`src/rtl/bit_serializer.sv`:
```
// -----------------------------------------------------------------------------
// bit_serializer
//   Parallel-to-serial front end for the sequence-detector path. Words arrive
//   over a valid/ready handshake and leave one bit per clock, MSB first. A
//   single-word hold register lets the next word be taken while the current
//   one is still shifting, so back-to-back frames stream with no idle gap.
//
// Parameters
//   WIDTH     data bits per word (2..32)
//   IDLE_BIT  level driven on ser_out while nothing is shifting
//
// Ports
//   clk         system clock, rising edge
//   reset       asynchronous active-low reset
//   in_data     word to serialize
//   in_valid    in_data valid this cycle
//   in_ready    block can take a word this cycle (hold register empty)
//   ser_out     serial bit to the detector
//   ser_valid   ser_out carries a frame bit
//   frame_done  pulse on the last bit of each frame
//   busy        a frame is shifting or the hold register is occupied
//
// Build option
//   SER_PARITY_EN  appends an even-parity bit after the data bits of
//                  every frame (frame length WIDTH+1)
// -----------------------------------------------------------------------------
module bit_serializer #(
  parameter int   WIDTH    = 6,
  parameter logic IDLE_BIT = 1'b0
) (
  input  logic             clk,
  input  logic             reset,
  input  logic [WIDTH-1:0] in_data,
  input  logic             in_valid,
  output logic             in_ready,
  output logic             ser_out,
  output logic             ser_valid,
  output logic             frame_done,
  output logic             busy
);

`ifdef SER_PARITY_EN
  localparam int FRAME_LEN = WIDTH + 1;
`else
  localparam int FRAME_LEN = WIDTH;
`endif
  localparam int CNT_W = (FRAME_LEN > 1) ? $clog2(FRAME_LEN) : 1;

  typedef enum logic [1:0] {
    ST_IDLE  = 2'd0,
    ST_SHIFT = 2'd1,
    ST_PAR   = 2'd2
  } st_t;

  st_t              st, st_nxt;
  logic [WIDTH-1:0] sh;
  logic [CNT_W-1:0] cnt;
  logic [WIDTH-1:0] hold;
  logic             hold_full;
`ifdef SER_PARITY_EN
  logic             par;
`endif

  logic xfer;
  logic data_last;
  logic last_bit;
  logic load_hold;
  logic load_direct;

  function automatic logic even_parity(input logic [WIDTH-1:0] d);
    return ^d;
  endfunction

  assign in_ready  = !hold_full;
  assign xfer      = in_valid && in_ready;
  assign data_last = (st == ST_SHIFT) && (cnt == CNT_W'(WIDTH - 1));

`ifdef SER_PARITY_EN
  assign last_bit  = (st == ST_PAR);
`else
  assign last_bit  = data_last;
`endif

  // The hold word always has priority at end of frame; a new word only goes
  // straight into the shifter when nothing is waiting ahead of it.
  assign load_hold   = last_bit && hold_full;
  assign load_direct = xfer && !hold_full && ((st == ST_IDLE) || last_bit);

  // State register
  always_ff @(posedge clk or negedge reset) begin
    if (!reset) st <= ST_IDLE;
    else        st <= st_nxt;
  end

  // Next-state logic
  always_comb begin
    st_nxt = st;
    case (st)
      ST_IDLE: begin
        if (load_direct) st_nxt = ST_SHIFT;
      end
      ST_SHIFT: begin
        if (data_last) begin
`ifdef SER_PARITY_EN
          st_nxt = ST_PAR;
`else
          st_nxt = (load_hold || load_direct) ? ST_SHIFT : ST_IDLE;
`endif
        end
      end
      ST_PAR: begin
        st_nxt = (load_hold || load_direct) ? ST_SHIFT : ST_IDLE;
      end
      default: st_nxt = ST_IDLE;
    endcase
  end

  // Output decode, from registered state only
  always_comb begin
    ser_out    = IDLE_BIT;
    ser_valid  = 1'b0;
    frame_done = 1'b0;
    case (st)
      ST_SHIFT: begin
        ser_out    = sh[WIDTH-1];
        ser_valid  = 1'b1;
        frame_done = last_bit;
      end
`ifdef SER_PARITY_EN
      ST_PAR: begin
        ser_out    = par;
        ser_valid  = 1'b1;
        frame_done = 1'b1;
      end
`endif
      default: ;
    endcase
  end

  assign busy = (st != ST_IDLE) || hold_full;

  // Shifter, bit counter and parity capture
  always_ff @(posedge clk or negedge reset) begin
    if (!reset) begin
      sh  <= '0;
      cnt <= '0;
`ifdef SER_PARITY_EN
      par <= 1'b0;
`endif
    end else if (load_hold) begin
      sh  <= hold;
      cnt <= '0;
`ifdef SER_PARITY_EN
      par <= even_parity(hold);
`endif
    end else if (load_direct) begin
      sh  <= in_data;
      cnt <= '0;
`ifdef SER_PARITY_EN
      par <= even_parity(in_data);
`endif
    end else if (st == ST_SHIFT) begin
      sh  <= sh << 1;
      cnt <= cnt + CNT_W'(1);
    end
  end

  // Hold register: filled by any transfer that cannot go straight into the
  // shifter, drained at end of frame. A refill in the drain edge keeps the
  // flag set.
  always_ff @(posedge clk or negedge reset) begin
    if (!reset) begin
      hold      <= '0;
      hold_full <= 1'b0;
    end else if (xfer && !load_direct) begin
      hold      <= in_data;
      hold_full <= 1'b1;
    end else if (load_hold) begin
      hold_full <= 1'b0;
    end
  end

endmodule

```
`config.mk`:
```
export PLATFORM = sky130hd
export DESIGN_NAME = bit_serializer
export DESIGN_NICKNAME = d
export VERILOG_FILES = /design/src/rtl/bit_serializer.sv
export SDC_FILE = /design/constraint.sdc
export NUM_CORES = 1
export LEC_CHECK = 0
export ABC_AREA = 1
export BUFFER_PORTS_ARGS = -buffer_cell sky130_fd_sc_hd__buf_2
export CAP_MARGIN = 10
export CORE_MARGIN = 5
export CORE_UTILIZATION = 30
export CTS_BUF_LIST = sky130_fd_sc_hd__clkbuf_2 sky130_fd_sc_hd__clkbuf_4 sky130_fd_sc_hd__clkbuf_8
export CTS_CLUSTER_DIAMETER = 40
export CTS_CLUSTER_SIZE = 10
export DETAILED_ROUTE_END_ITERATION = 10
export GPL_ROUTABILITY_DRIVEN = 0
export GPL_TIMING_DRIVEN = 0
export PLACE_DENSITY = 0.49
export SLEW_MARGIN = 5
export SYNTH_ARGS = -nofsm -noshare
export SYNTH_HDL_FRONTEND = slang
export SYNTH_SLANG_ARGS = --single-unit
export TNS_END_PERCENT = 10
```
`constraint.sdc`:
```
create_clock -name clk -period 1.2 [get_ports clk]
set_input_delay 0.18 -clock clk [delete_from_list [all_inputs] [get_ports clk]]
set_output_delay 0.18 -clock clk [all_outputs]
set_load 0.05 [all_outputs]
```
==> Implementation_results.wiki <==
{| class="wikitable"
! Metric !! Value
|-
| DRC violations left || 0
|-
| Share of the yosys chip area belonging to registers || 0.468
|-
| Critical R2R Launch || cnt[1]
|-
| Peak fanout along the critical path || 3
|-
| Result of the run || finished with violations
|-
| Synthesis-to-finish area growth || 34.1%
|-
| CTS buffer count || 3
|-
| Number of nets with antenna violations after detailed routing || 0
|-
| Number of input and output port buffers inserted || 13
|-
| Setup Crit Path Kind || reg2out
|-
| Worst min-delay path endpoint || hold[5]
|-
| I/O pin count || 14
|-
| Most common cell in the synthesized netlist || nand2_1
|-
| Final number of max-transition violations || 0
|-
| TritonCTS clock tree || done
|-
| Launch point of the worst hold path || in_data[5]
|-
| Total of fill cells in the finished design || 313
|-
| Fin cells || 172
|-
| Post-Synthesis Cell Area || 910 um^2
|-
| Share of power burned in registers || 0.324
|-
| Power density over the cells || 2590 nW/um^2
|-
| Non-Filler Cell Area, Final || 1220 um^2
|-
| First-pass GRT wire length || 3650 um
|-
| Tot GR Track Use || 0.113
|-
| Vias per Instance || 4.81
|-
| Count of final hold-check violations || 0
|-
| Share of power burned in the clock network || 0.110
|-
| Distinct cell type count of the synthesized netlist || 18
|-
| Final net count || 151
|-
| Initial antenna violation count || 0
|-
| Die Y-Extent || 65.1 um
|-
| Hold Crit Depth || 3
|-
| Transition time at the pin with the least slew margin || 407 ps
|-
| Startpoint class of the critical path || register
|-
| Clock-pin slew on the worst setup and hold paths || 110 ps
|-
| Share of the synthesized area in the top cell type || 0.468
|-
| Number of standard cells after synthesis || 112
|-
| Routed len/inst || 13.0 um
|-
| Setup repair after global routing missed its margin || true
|-
| Number of global-route vias before repair || 788
|-
| Average instance area after synthesis || 8.12 um^2
|-
| Worst-Skew Late Latency || 290 ps
|-
| Switching Power || 1.38 mW
|-
| Net Count, Synth || 123
|-
| Leakage || 0.627 nW
|-
| Row count || 20
|-
| Portion of the clock cycle consumed by the worst path in the final layout || 1.19
|-
| Count of yosys warnings during synthesis || 0
|-
| Net Sw Frac || 0.437
|-
| Number of storage elements in the synthesis netlist || 17
|-
| Kind of end point of the critical path || primary output
|-
| Async S/R FF share, synth || 1.00
|-
| Synth Flop Type || dfrtp_1
|-
| Number of vias in the routed layout || 828
|-
| Detailed-route wire length || 2230 um
|-
| Area used by multi-input combinational logic || 447 um^2
|-
| Data arrival time at the worst-slack endpoint || 1250 ps
|-
| Final setup vio count || 20
|-
| Standard cell area after detailed placement || 1050 um^2
|-
| Chip width || 65.1 um
|-
| Worst IR drop on VDD || 724 uV
|-
| Maximum clock frequency || 0.698 GHz
|-
| Number of flops mapped to enable cells by yosys || 0
|-
| Reg-to-reg critical path endpoint || sh[4]
|-
| H-tree levels || 1
|-
| Comb power frac || 0.567
|-
| Count of placed standard cells including taps || 158
|-
| DR iter-0 viols || 25
|-
| Starting Density || 0.305
|-
| Antenna diodes || 0
|-
| Max Cap Violations || 0
|-
| Tmin final || 1430 ps
|-
| Maximum number of pins on one net before global-route repair || 18
|-
| Layout cell share with drive strength beyond 1 || 0.360
|-
| Slack of the critical path || -233 ps
|-
| CTS Root Cell || clkbuf_4
|-
| Int Power || 1.78 mW
|-
| First drt pass iteration count || 4
|-
| Worst reg-to-reg setup slack || -180 ps
|-
| Worst reg2reg path depth || 10
|-
| Setup_tns || -2290 ps
|-
| Leftover overflow at the end of global routing || 0
|-
| Number of clock sinks || 17
|-
| Number of buffers on the longest clock path || 2
|-
| Rel. slew slack || 0.729
|-
| Required time at the endpoint of the critical path || 1020 ps
|-
| Dominant cells by area after synthesis || dfrtp_1 47%, nand2_1 15%, nand3_1 13%, buf_6 5.0%, nor2_1 4.1%
|-
| Synth top cells by count || 37 x nand2_1, 23 x nand3_1, 17 x dfrtp_1, 10 x nor2_1, 5 x inv_1
|-
| Hold Path Class || in2reg
|-
| Total Power || 3.16 mW
|-
| Area taken by flip-flops and latches || 429 um^2
|-
| Violations in the final reports || setup timing
|-
| Biggest area consumer among synthesized cells || dfrtp_1
|-
| Post-DP HPWL || 1500 um
|-
| Max Clock Skew || 1.90 ps
|-
| Area inside the core boundary || 2980 um^2
|-
| Die area || 4230 um^2
|}
-- critical path, stage by stage (launching register included) --
cell and delay (ps):
dfrtp_2 450, ha_4 190, nand3_4 80, clkinvlp_4 100, buf_8 150
-- cells in the final DEF, fill, tap and decap left out, types with 2 or more instances in the layout --
master / n
nand2_4: 2
buf_4: 8
buf_6: 5
nand2_2: 3
o21ai_1: 2
buf_8: 5
buf_2: 9
nor2_1: 10
nand3_1: 21
nand2_1: 36
dfrtp_2: 3
clkbuf_4: 4
inv_2: 3
dfrtp_1: 14
-- layout make-up --
class | instances | area share
Buffer | 5 | 0.0523
Multi-Input combinational cell | 84 | 0.366
Timing Repair Buffer | 23 | 0.150
Sequential cell | 17 | 0.352
Tap cell | 33 | 0.0338
Inverter | 6 | 0.0215
Clock buffer | 4 | 0.0246
-- registers in the layout, indices dropped and copies added, names as in the netlist --
name / count
hold_full: 1
cnt: 3
hold: 6
st: 1
sh: 6
-- power groups by stage --
stage | clock network (mW) | logic [mW] | registers (mW)
6_report | 0.347 | 1.79 | 1.02
3_5_place_dp | 0 | 1.41 | 1.02
2_1_floorplan | 0 | 1.07 | 1.05
4_1_cts | 0.359 | 1.72 | 1.02
5_1_grt | 0.380 | 1.97 | 1.05
3_3_place_gp | 0 | 1.40 | 1.01
-- through the flow --
step | hold slack, ps | worst slack, ps | utilization
2_1_floorplan | -116 | -140 | -
3_3_place_gp | 137 | -259 | 0.352
3_5_place_dp | 149 | -275 | 0.352
4_1_cts | 122 | -229 | 0.400
5_1_grt | 132 | -262 | 0.410
6_report | 133 | -233 | 0.410
-- routing by layer --
| layer | part of all wire | GRT usage | vias to the layer above | wire length, um |
|---|---|---|---|---|
| li1 | - | - | 410 | - |
| met1 | 0.48 | 0.148 | 404 | 1080 |
| met2 | 0.47 | 0.184 | 12 | 1060 |
| met3 | 0.036 | 0.0225 | 2 | 80 |
| met4 | 0.0067 | 0.0389 | 0 | 15 |
| met5 | 0 | 0 | - | 0 |
-- cell families after synthesis --
| group | Yosys count | share of synthesized area |
|---|---|---|
| and+or+nand+nor | 78 | 0.399 |
| DFF | 17 | 0.468 |
| xor gates and xnor gates | 1 | 0.00963 |
| adders and majority gates | 2 | 0.0275 |
| buffers and inverters | 11 | 0.0798 |
| AOI/OAI and AO/OA | 3 | 0.0165 |
-- timing repair --
item	4_1_cts	5_1_grt
setup buffers	6	3
endpoints found under the setup margin	21	21
gates resized for setup	20	2
endpoints found under the hold margin	17	0
pin swaps	2	3
hold buffers	1	0
-- how the worst max path moves through the flow --
stage / startpoint / end / depth (start not counted)
finish: cnt[0] / frame_done / 4
global route: cnt[0] / frame_done / 4
CTS: cnt[0] / frame_done / 4
detailed placement: cnt[1] / sh[4] / 10
global placement: cnt[1] / sh[4] / 10
floorplan: st[0] / sh[0] / 5
No activity file was read; power rests on OpenSTA's default activity.
